--- src/rtl/templatized_alu_sequencer_if.sv ---
// rtl/templatized_alu_sequencer_if.sv - decode-table config, op-code input and decoded-result handshake bundle
interface templatized_alu_sequencer_if #(
    parameter int OP_W  = 4,
    parameter int SEL_W = 2
);
    logic             cfg_we;
    logic [OP_W-1:0]  cfg_addr;
    logic [SEL_W-1:0] cfg_sel;
    logic             cfg_multi;
    logic             cfg_en;
    logic             in_valid;
    logic             in_ready;
    logic [OP_W-1:0]  in_op_code;
    logic             out_valid;
    logic             out_ready;
    logic [SEL_W-1:0] out_select;
    logic             out_illegal;
    logic [OP_W-1:0]  out_op_code;
    logic             busy;

    modport slave (
        input  cfg_we, cfg_addr, cfg_sel, cfg_multi, cfg_en,
        input  in_valid, in_op_code, out_ready,
        output in_ready, out_valid, out_select, out_illegal, out_op_code, busy
    );

    modport master (
        output cfg_we, cfg_addr, cfg_sel, cfg_multi, cfg_en,
        output in_valid, in_op_code, out_ready,
        input  in_ready, out_valid, out_select, out_illegal, out_op_code, busy
    );
endinterface

--- src/rtl/templatized_alu_sequencer.sv ---
// rtl/templatized_alu_sequencer.sv - programmable op-code to functional-unit decoder with multi-cycle sequencing
module templatized_alu_sequencer #(
    parameter int OP_W        = 4,
    parameter int SEL_W       = 2,
    parameter int NUM_OPS     = 16,
    parameter int MC_LAT      = 3,
    parameter int DEFAULT_SEL = 0
) (
    input logic clk,
    input logic rst_n,
    templatized_alu_sequencer_if.slave bus
);
    localparam int IDX_W = (NUM_OPS > 1) ? $clog2(NUM_OPS) : 1;
    localparam int TBL_N = 2 ** IDX_W;
    localparam int CNT_W = $clog2(MC_LAT + 1);
    localparam logic [OP_W:0]    NUM_OPS_W = (OP_W + 1)'(NUM_OPS);
    localparam logic [SEL_W-1:0] DEF_SEL   = SEL_W'(DEFAULT_SEL);
    localparam logic [CNT_W-1:0] MC_LOAD   = CNT_W'(MC_LAT - 1);

    typedef enum logic [1:0] {IDLE, WAIT, HOLD} state_t;

    state_t           state;
    logic [CNT_W-1:0] cnt;
    logic             tbl_en    [TBL_N];
    logic             tbl_multi [TBL_N];
    logic [SEL_W-1:0] tbl_sel   [TBL_N];

    logic             accept;
    logic             dec_legal;
    logic             dec_multi;
    logic [SEL_W-1:0] dec_sel;
    logic [IDX_W-1:0] op_idx;
    logic [IDX_W-1:0] wr_idx;
    logic             wr_ok;

    assign bus.in_ready = (state == IDLE) || (state == HOLD && bus.out_ready);
    assign accept       = bus.in_valid && bus.in_ready;
    assign op_idx       = bus.in_op_code[IDX_W-1:0];
    assign wr_idx       = bus.cfg_addr[IDX_W-1:0];
    assign wr_ok        = bus.cfg_we && ({1'b0, bus.cfg_addr} < NUM_OPS_W);

    // Decode reads the table as it stood before this edge, so a colliding write lands one op later.
    always_comb begin
        dec_legal = ({1'b0, bus.in_op_code} < NUM_OPS_W) && tbl_en[op_idx];
        dec_multi = 1'b0;
        dec_sel   = DEF_SEL;
        if (dec_legal) begin
            dec_multi = tbl_multi[op_idx];
            dec_sel   = tbl_sel[op_idx];
        end
    end

    always_ff @(posedge clk or negedge rst_n) begin
        if (!rst_n) begin
            for (int i = 0; i < TBL_N; i++) begin
                tbl_en[i]    <= 1'b0;
                tbl_multi[i] <= 1'b0;
                tbl_sel[i]   <= DEF_SEL;
            end
            state           <= IDLE;
            cnt             <= '0;
            bus.out_valid   <= 1'b0;
            bus.out_select  <= DEF_SEL;
            bus.out_illegal <= 1'b0;
            bus.out_op_code <= '0;
            bus.busy        <= 1'b0;
        end else begin
            if (wr_ok) begin
                tbl_en[wr_idx]    <= bus.cfg_en;
                tbl_multi[wr_idx] <= bus.cfg_multi;
                tbl_sel[wr_idx]   <= bus.cfg_sel;
            end
            if (accept) begin
                bus.out_select  <= dec_sel;
                bus.out_illegal <= !dec_legal;
                bus.out_op_code <= bus.in_op_code;
                if (dec_multi && MC_LAT > 1) begin
                    state         <= WAIT;
                    cnt           <= MC_LOAD;
                    bus.out_valid <= 1'b0;
                    bus.busy      <= 1'b1;
                end else begin
                    state         <= HOLD;
                    bus.out_valid <= 1'b1;
                end
            end else begin
                case (state)
                    WAIT: begin
                        if (cnt == CNT_W'(1)) begin
                            state         <= HOLD;
                            bus.out_valid <= 1'b1;
                            bus.busy      <= 1'b0;
                        end
                        cnt <= cnt - 1'b1;
                    end
                    HOLD: begin
                        if (bus.out_ready) begin
                            state         <= IDLE;
                            bus.out_valid <= 1'b0;
                        end
                    end
                    default: ;
                endcase
            end
        end
    end
endmodule
--- src/flat_wrapper.sv ---
// flat-port wrapper written by rule: the top's interface ports become plain ports
module templatized_alu_sequencer_flat 
#(
    parameter int OP_W        = 4,
    parameter int SEL_W       = 2,
    parameter int NUM_OPS     = 16,
    parameter int MC_LAT      = 3,
    parameter int DEFAULT_SEL = 0
)
  (clk, rst_n, bus_cfg_we, bus_cfg_addr, bus_cfg_sel, bus_cfg_multi, bus_cfg_en, bus_in_valid, bus_in_op_code, bus_out_ready, bus_in_ready, bus_out_valid, bus_out_select, bus_out_illegal, bus_out_op_code, bus_busy);
  templatized_alu_sequencer_if #(.OP_W(OP_W), .SEL_W(SEL_W)) bus_i ();
  input logic clk;
  input logic rst_n;
  input wire logic [$bits(bus_i.cfg_we)-1:0] bus_cfg_we;
  input wire logic [$bits(bus_i.cfg_addr)-1:0] bus_cfg_addr;
  input wire logic [$bits(bus_i.cfg_sel)-1:0] bus_cfg_sel;
  input wire logic [$bits(bus_i.cfg_multi)-1:0] bus_cfg_multi;
  input wire logic [$bits(bus_i.cfg_en)-1:0] bus_cfg_en;
  input wire logic [$bits(bus_i.in_valid)-1:0] bus_in_valid;
  input wire logic [$bits(bus_i.in_op_code)-1:0] bus_in_op_code;
  input wire logic [$bits(bus_i.out_ready)-1:0] bus_out_ready;
  output wire logic [$bits(bus_i.in_ready)-1:0] bus_in_ready;
  output wire logic [$bits(bus_i.out_valid)-1:0] bus_out_valid;
  output wire logic [$bits(bus_i.out_select)-1:0] bus_out_select;
  output wire logic [$bits(bus_i.out_illegal)-1:0] bus_out_illegal;
  output wire logic [$bits(bus_i.out_op_code)-1:0] bus_out_op_code;
  output wire logic [$bits(bus_i.busy)-1:0] bus_busy;
  assign bus_i.cfg_we = bus_cfg_we;
  assign bus_i.cfg_addr = bus_cfg_addr;
  assign bus_i.cfg_sel = bus_cfg_sel;
  assign bus_i.cfg_multi = bus_cfg_multi;
  assign bus_i.cfg_en = bus_cfg_en;
  assign bus_i.in_valid = bus_in_valid;
  assign bus_i.in_op_code = bus_in_op_code;
  assign bus_i.out_ready = bus_out_ready;
  assign bus_in_ready = bus_i.in_ready;
  assign bus_out_valid = bus_i.out_valid;
  assign bus_out_select = bus_i.out_select;
  assign bus_out_illegal = bus_i.out_illegal;
  assign bus_out_op_code = bus_i.out_op_code;
  assign bus_busy = bus_i.busy;
  templatized_alu_sequencer #(.OP_W(OP_W), .SEL_W(SEL_W), .NUM_OPS(NUM_OPS), .MC_LAT(MC_LAT), .DEFAULT_SEL(DEFAULT_SEL)) u_core (.clk(clk), .rst_n(rst_n), .bus(bus_i));
endmodule
--- config.mk ---
export PLATFORM = sky130hd
export DESIGN_NAME = templatized_alu_sequencer_flat
export DESIGN_NICKNAME = d
export VERILOG_FILES = /design/src/rtl/templatized_alu_sequencer_if.sv /design/src/rtl/templatized_alu_sequencer.sv /design/src/flat_wrapper.sv
export SDC_FILE = /design/constraint.sdc
export NUM_CORES = 1
export LEC_CHECK = 0
export ABC_AREA = 0
export CAP_MARGIN = 25
export CORE_AREA = 10 10 73 121
export CTS_CLUSTER_SIZE = 40
export DETAILED_ROUTE_END_ITERATION = 10
export DIE_AREA = 0 0 83 131
export PLACE_DENSITY = 0.77
export RECOVER_POWER = 50
export SLEW_MARGIN = 20
export SYNTH_ARGS = -nofsm -noshare
export SYNTH_HDL_FRONTEND = slang
export SYNTH_SLANG_ARGS = --single-unit
--- constraint.sdc ---
create_clock -name clk -period 1.9 [get_ports clk]
set_input_delay 0.38 -clock clk [delete_from_list [all_inputs] [get_ports clk]]
set_output_delay 0.38 -clock clk [all_outputs]
set_load 0.03 [all_outputs]
# After elaboration in Yosys (flattened, before gate mapping)
# Cells that the tools add are included.
# totals
wordCells	114
out_inout_bits	10
register_bits	77
inputBits	17
# op_classes
n_eq_ne	6
bitwise_logic	2
reduce_logical	12
order_cmp	3
n_addsub	1
mux	35
# ops
cell	count
16-bit bitwise mux	2
32-bit bitwise mux	1
2-bit two-way mux	11
1-bit two-way mux	14
5-bit >= comparator, second input constant	2
4-bit NOT with 5-bit output	2
1-bit binary-select mux with 4-bit select	2
2-bit binary-select mux with 4-bit select	1
2-bit demux with 4-bit select	1
3-bit AND reduction	2
5-bit by 1-bit < comparator with 1-bit output, second input constant	1
1-bit demux with 4-bit select	1
2-bit by 1-bit equality test with 1-bit output, second input constant	2
2-bit one-hot mux with 2 select lines	1
2-bit nonzero test	2
1-bit logical AND	3
3-bit by 1-bit inequality test with 1-bit output, second input constant	1
3-bit by 2-bit inequality test with 1-bit output, second input constant	1
3-bit nonzero test	1
2-bit equality test, second input constant	1
2-bit logical NOT	1
2-bit inequality test, second input constant	1
1-bit one-hot mux with 2 select lines	1
2-bit AND reduction	1
other kinds (3)	3

# Logic depth before layout (Yosys ltp)
# Gate-level depths: netlist of run 1.
# depth
depth_word	7
ltp_mapped	7
mapped_depth_nobuf	7

# Worst setup path before layout of run 1
# Ideal clock, no wire load.
# synth_path
kind	register to register
from	reg u_core.state[1]
to	reg u_core.cnt[0]
path_stages_with_launch	7
synth_period_minus_slack_ns	2.012
slack_ns	-0.112
required_ns	1.775
path_buffers	0
t_arrival_ns	1.888
setup_time_ns	0.125
cell_sequence	dfrtp_1 > ha_1 > a21o_1 > nand3_1 > o22ai_2 > a21oi_1 > mux2_2
# synth_between
elab_chain_len	6
elab_cells_between_ends	10
classes_between	eq/ne (3); mux (1); reduce/logical (6)
# synth_rtl
element	line_no	text
start, declared	templatized_alu_sequencer.sv:22	state_t state;
start signal, assigned	templatized_alu_sequencer.sv:60	state <= IDLE;
start signal, assigned	templatized_alu_sequencer.sv:78	state <= WAIT;
start signal, assigned	templatized_alu_sequencer.sv:83	state <= HOLD;
2-bit equality test	templatized_alu_sequencer.sv:36	assign bus.in_ready = (state == IDLE) || (state == HOLD && bus.out_ready);
1-bit logical AND	templatized_alu_sequencer.sv:36	
1-bit logical OR (*)	templatized_alu_sequencer.sv:36	
named net bus_in_ready	flat_wrapper.sv:22	output wire logic [$bits(bus_i.in_ready)-1:0] bus_in_ready;
1-bit logical AND (*)	templatized_alu_sequencer.sv:37	assign accept = bus.in_valid && bus.in_ready;
2-bit inequality test (no line) or 2-bit nonzero test (tied branches)	n/a	
2-bit AND reduction (no line)	n/a	
end signal, assigned	templatized_alu_sequencer.sv:94	cnt <= cnt - 1'b1;
end, declared	templatized_alu_sequencer.sv:23	logic [CNT_W-1:0] cnt;
# The timed path passes the listed nets; every way through them passes the cells marked *.
# A chain may end at the register's enable or synchronous reset.

# Worst setup path after layout of run 1
# layout_path
from	reg u_core.state[1]
to	out bus_in_ready
# layout_between
elab_chain_len	3
elab_cells_between_ends	4
classes_between	eq/ne (1); reduce/logical (3)
# layout_rtl
element	line_no
2-bit equality test	templatized_alu_sequencer.sv:36
1-bit logical AND	templatized_alu_sequencer.sv:36
1-bit logical OR (*)	templatized_alu_sequencer.sv:36
end, declared	flat_wrapper.sv:22
# Every way passes the cells marked *; elsewhere a longest branch is shown, timed or not.

==> results of run 1 <==
==> critical path, delay by kind of cell, from the launching register on <==
| kind | cells | cell delay [ps] |
|---|---|---|
| AO/OA/AOI/OAI | 1 | 230 |
| buffers and inverters | 2 | 270 |
| adder cells (fa/ha/maj) | 1 | 200 |
| flip-flops | 1 | 430 |
==> power by group through the flow <==
stage	registers (uW)	logic, uW	clock network (uW)
finish	2290	1570	1970
global route	2340	1700	2070
CTS	2290	1540	2010
detailed placement	2310	1480	0
global placement	2280	1430	0
floorplan	2410	760	0
==> cells by family (layout without fill, tap and decap cells) <==
family / count (synthesis) / count (layout) / synth area share
muxes: 91 / 91 / 0.3477
adders and majority gates: 4 / 4 / 0.01389
and+or+nand+nor: 44 / 44 / 0.05975
buffers and inverters: 15 / 91 / 0.02292
AOI/OAI and AO/OA: 13 / 13 / 0.02779
DFF: 76 / 76 / 0.5280
==> cells in the mapped netlist (2+ instances only) <==
master	number	area share
mux2i_1	4	0.011
nand2_1	13	0.014
a22o_1	2	0.0049
mux4_2	6	0.038
a21o_1	2	0.0042
mux2_2	17	0.053
nor3_1	6	0.0083
mux2_1	53	0.17
buf_2	2	0.0028
ha_1	4	0.014
nor2_1	7	0.0073
mux4_1	11	0.080
nand3_1	4	0.0056
nand2b_1	7	0.012
a21oi_1	3	0.0042
inv_1	4	0.0042
dfrtp_1	76	0.53
clkbuf_1	7	0.0073
or3_1	2	0.0035
==> metrics by stage <==
stage	hold WS [ps]	instances	total power (uW)	TNS (ps)	worst slack [ps]
finish	479.1	403	5837	0	45.61
global route	503.2	403	6113	-19.25	-17.56
global placement	301.7	380	3704	-6471	-573.5
detailed placement	301.1	380	3784	-7368	-572.2
floorplan	84.41	243	3166	-13.22	-6.611
CTS	482.2	402	5842	0	9.964
==> registers in the layout, indices dropped and copies added, names as in the netlist, 2 cells and up <==
name                    count
u_core.tbl_en              16
u_core.cnt                  2
u_core.bus.out_select       2
u_core.tbl_multi           16
u_core.bus.out_op_code      4
u_core.state                2
u_core.tbl_sel             32
==> cell type report <==
class | count | area (sq um) | area share
multi-input cells | 152 | 1647 | 0.3522
flip-flops and latches | 76 | 1903 | 0.4071
clock inverters | 4 | 95.09 | 0.02034
repair buffers | 71 | 653.1 | 0.1397
inverters | 4 | 15.01 | 0.003212
clock buffers | 12 | 256.5 | 0.05487
well taps | 84 | 105.1 | 0.02248
==> metal layers <==
metal  up-vias  share of wire  global-route usage
met4         0          0.073              0.1489
met2        81           0.54              0.3029
li1       1055              -                   -
met5         -              0                   0
met3        33          0.042             0.03779
met1      1209           0.34              0.1613
==> worst max-delay path by stage <==
stage                                      startpoint                              endpoint  cells after the start
after CTS                 u_core.state[1]$_DFFE_PN0P_                          bus_in_ready                      4
after floorplan                     bus_in_op_code[0]  u_core.bus.out_select[0]$_DFFE_PN0P_                      5
final                     u_core.state[1]$_DFFE_PN0P_                          bus_in_ready                      4
after global placement              bus_in_op_code[0]             u_core.cnt[0]$_DFFE_PN0P_                      7
after detailed placement            bus_in_op_code[0]             u_core.cnt[0]$_DFFE_PN0P_                      7
after global routing                bus_in_op_code[1]             u_core.cnt[1]$_DFFE_PN0P_                      7
==> what timing repair did <==
item	in CTS	in global routing
setup buffers	3	1
hold buffers	1	0
cloned	2	0
gates resized for setup	11	7
hold endpoints to repair	21	0
endpoints found under the setup margin	8	5
pin swaps	1	0
==> impl_metrics.tcl, run 1 <==
set metrics [dict create \
    status "finished clean" \
    finalCriticalPeriod_ps 1854 \
    ir_drop_uv 701.9 \
    worstPathRequired_ps 1520 \
    grt_setup_unrepaired "true" \
    dp.final_hpwl_microns 6085 \
    timing.max_slew.rel_slack 0.5550 \
    timing_worst_setup_path_type "reg -> out" \
    cellPowerDensity_nw_per_um2 1249 \
    comb_power_share 0.270 \
    clock_tree.buffer_depth 2 \
    remaining_drc_errors 0 \
    setup.reg_to_reg.worst_slack_ps 130 \
    final-hold-violation-count 0 \
    layout.cells.most_common_list "dfrtp_1, mux2_1, buf_4, clkdlybuf4s50_1, mux2_2" \
    placedInstanceArea_sq_um 4220 \
    fmaxAchievable_mhz 539.3 \
    fin_crit_sh 0.9760 \
    antenna_left 0 \
    cap_viol_max_count 0 \
    internal_power_uw 4236 \
    critical_path.slowest_cell "dfrtp_2" \
    global_placement_routability_congestion 0.8903 \
    end_kind "primary output" \
    global_route.usage.total 0.1698 \
    layout.cells.most_common "dfrtp_1" \
    post_synth_instance_area_sq_um 3602 \
    clkSlewWorstSetupHoldPaths_ps 60 \
    sw_frac_of_total 0.2742 \
    fin_worst_skew_ps 9.578 \
    chipHeight_microns 131 \
    synth_sequential_area_ratio 0.5280 \
    fill_cells 462 \
    worst-r2r-cell-count 8 \
    power.clock.fraction 0.338 \
    critical_path_cell_by_cell "ha_2 > a21o_2 > buf_4 > buf_6" \
    routedWlPerCell_microns 22.18 \
    cts_buffers 9 \
    floorplan.die.width_microns 83 \
    power.static_leakage_uw 0.002114 \
    synth-edff-count 0 \
    syn-instance-count 243 \
    reg2reg_to "u_core.cnt[0]$_DFFE_PN0P_" \
    seqPwrFrac 0.393 \
    num_rows 40 \
    postSynthNetCount 264 \
    crit_arrival_ps 1470 \
    global_route.overflow_total 0 \
    syn-mean-instance-area_sq_um 14.82 \
    critical_path_peak_fanout 4 \
    grt_start_max_net_pins 32 \
    detailedRoute.firstIterationViolations 131 \
    core_sq_um 6807 \
    worst_hold_path_type "reg -> reg" \
    synth_cell_type_count 32 \
    hold_depth 1 \
    synth.yosys.warnings 0 \
    io-pin-count 27 \
    clock_tree_from_tritoncts "built" \
    ys.flop_type "dfrtp_1" \
    largest_stage_delay_on_the_critical_path_ps 430 \
    synth_seq_cells 76 \
    finalInstanceArea_sq_um 4674 \
    grt_pass1_wl_microns 14300 \
    layout-drive-gt1-share 0.2978 \
    async_flop_share 1.000 \
    initial_antenna_violation_count 0 \
    detail_route.first_pass.iterations 4 \
    hold_start "u_core.tbl_sel[11]$_DFFE_PN0P_" \
    worstSetupStartpointType "flip-flop" \
    place.port_buffers 26 \
    root_buffer "clkbuf_16" \
    critical_path.reg2reg.startpoint "u_core.state[0]$_DFFE_PN0P_" \
    die_area_sq_um 10870 \
    grt_pass1_vias 2661 \
    insertion_delay_ps 330 \
    drv_slew 0 \
    floorplan.initialDensity 0.5292 \
    transition_at_the_pin_with_the_smallest_max_transition_slack_ps 665.4 \
    timing.final.setup_violations 0 \
    tritoncts_num_sinks 76 \
    fin_nets 335 \
    netSwitchingPower_uw 1600 \
    routed_wl_microns 8937 \
    dr_total_vias 2378 \
    htreeDepth 3 \
    insertedDiodeCount 0 \
    min_to "u_core.tbl_sel[11]$_DFFE_PN0P_" \
    finalCoreUtilization 0.6868 \
    avgViaCountPerCell 5.901 \
    flow.area_growth_from_synthesis_pct 29.77 \
]
(Power assumes the default switching activity.)
==> run 2: changes to the inputs <==
--- a/config.mk
+++ b/config.mk
@@ -8,6 +8,7 @@
 export ABC_AREA = 0
 export CAP_MARGIN = 25
 export CORE_AREA = 10 10 73 121
+export CTS_CLUSTER_DIAMETER = 100
 export CTS_CLUSTER_SIZE = 40
 export DETAILED_ROUTE_END_ITERATION = 10
 export DIE_AREA = 0 0 83 131
==> results of run 2 <==
Same layout as run 1: the final DEF is identical, and so are final timing and power.
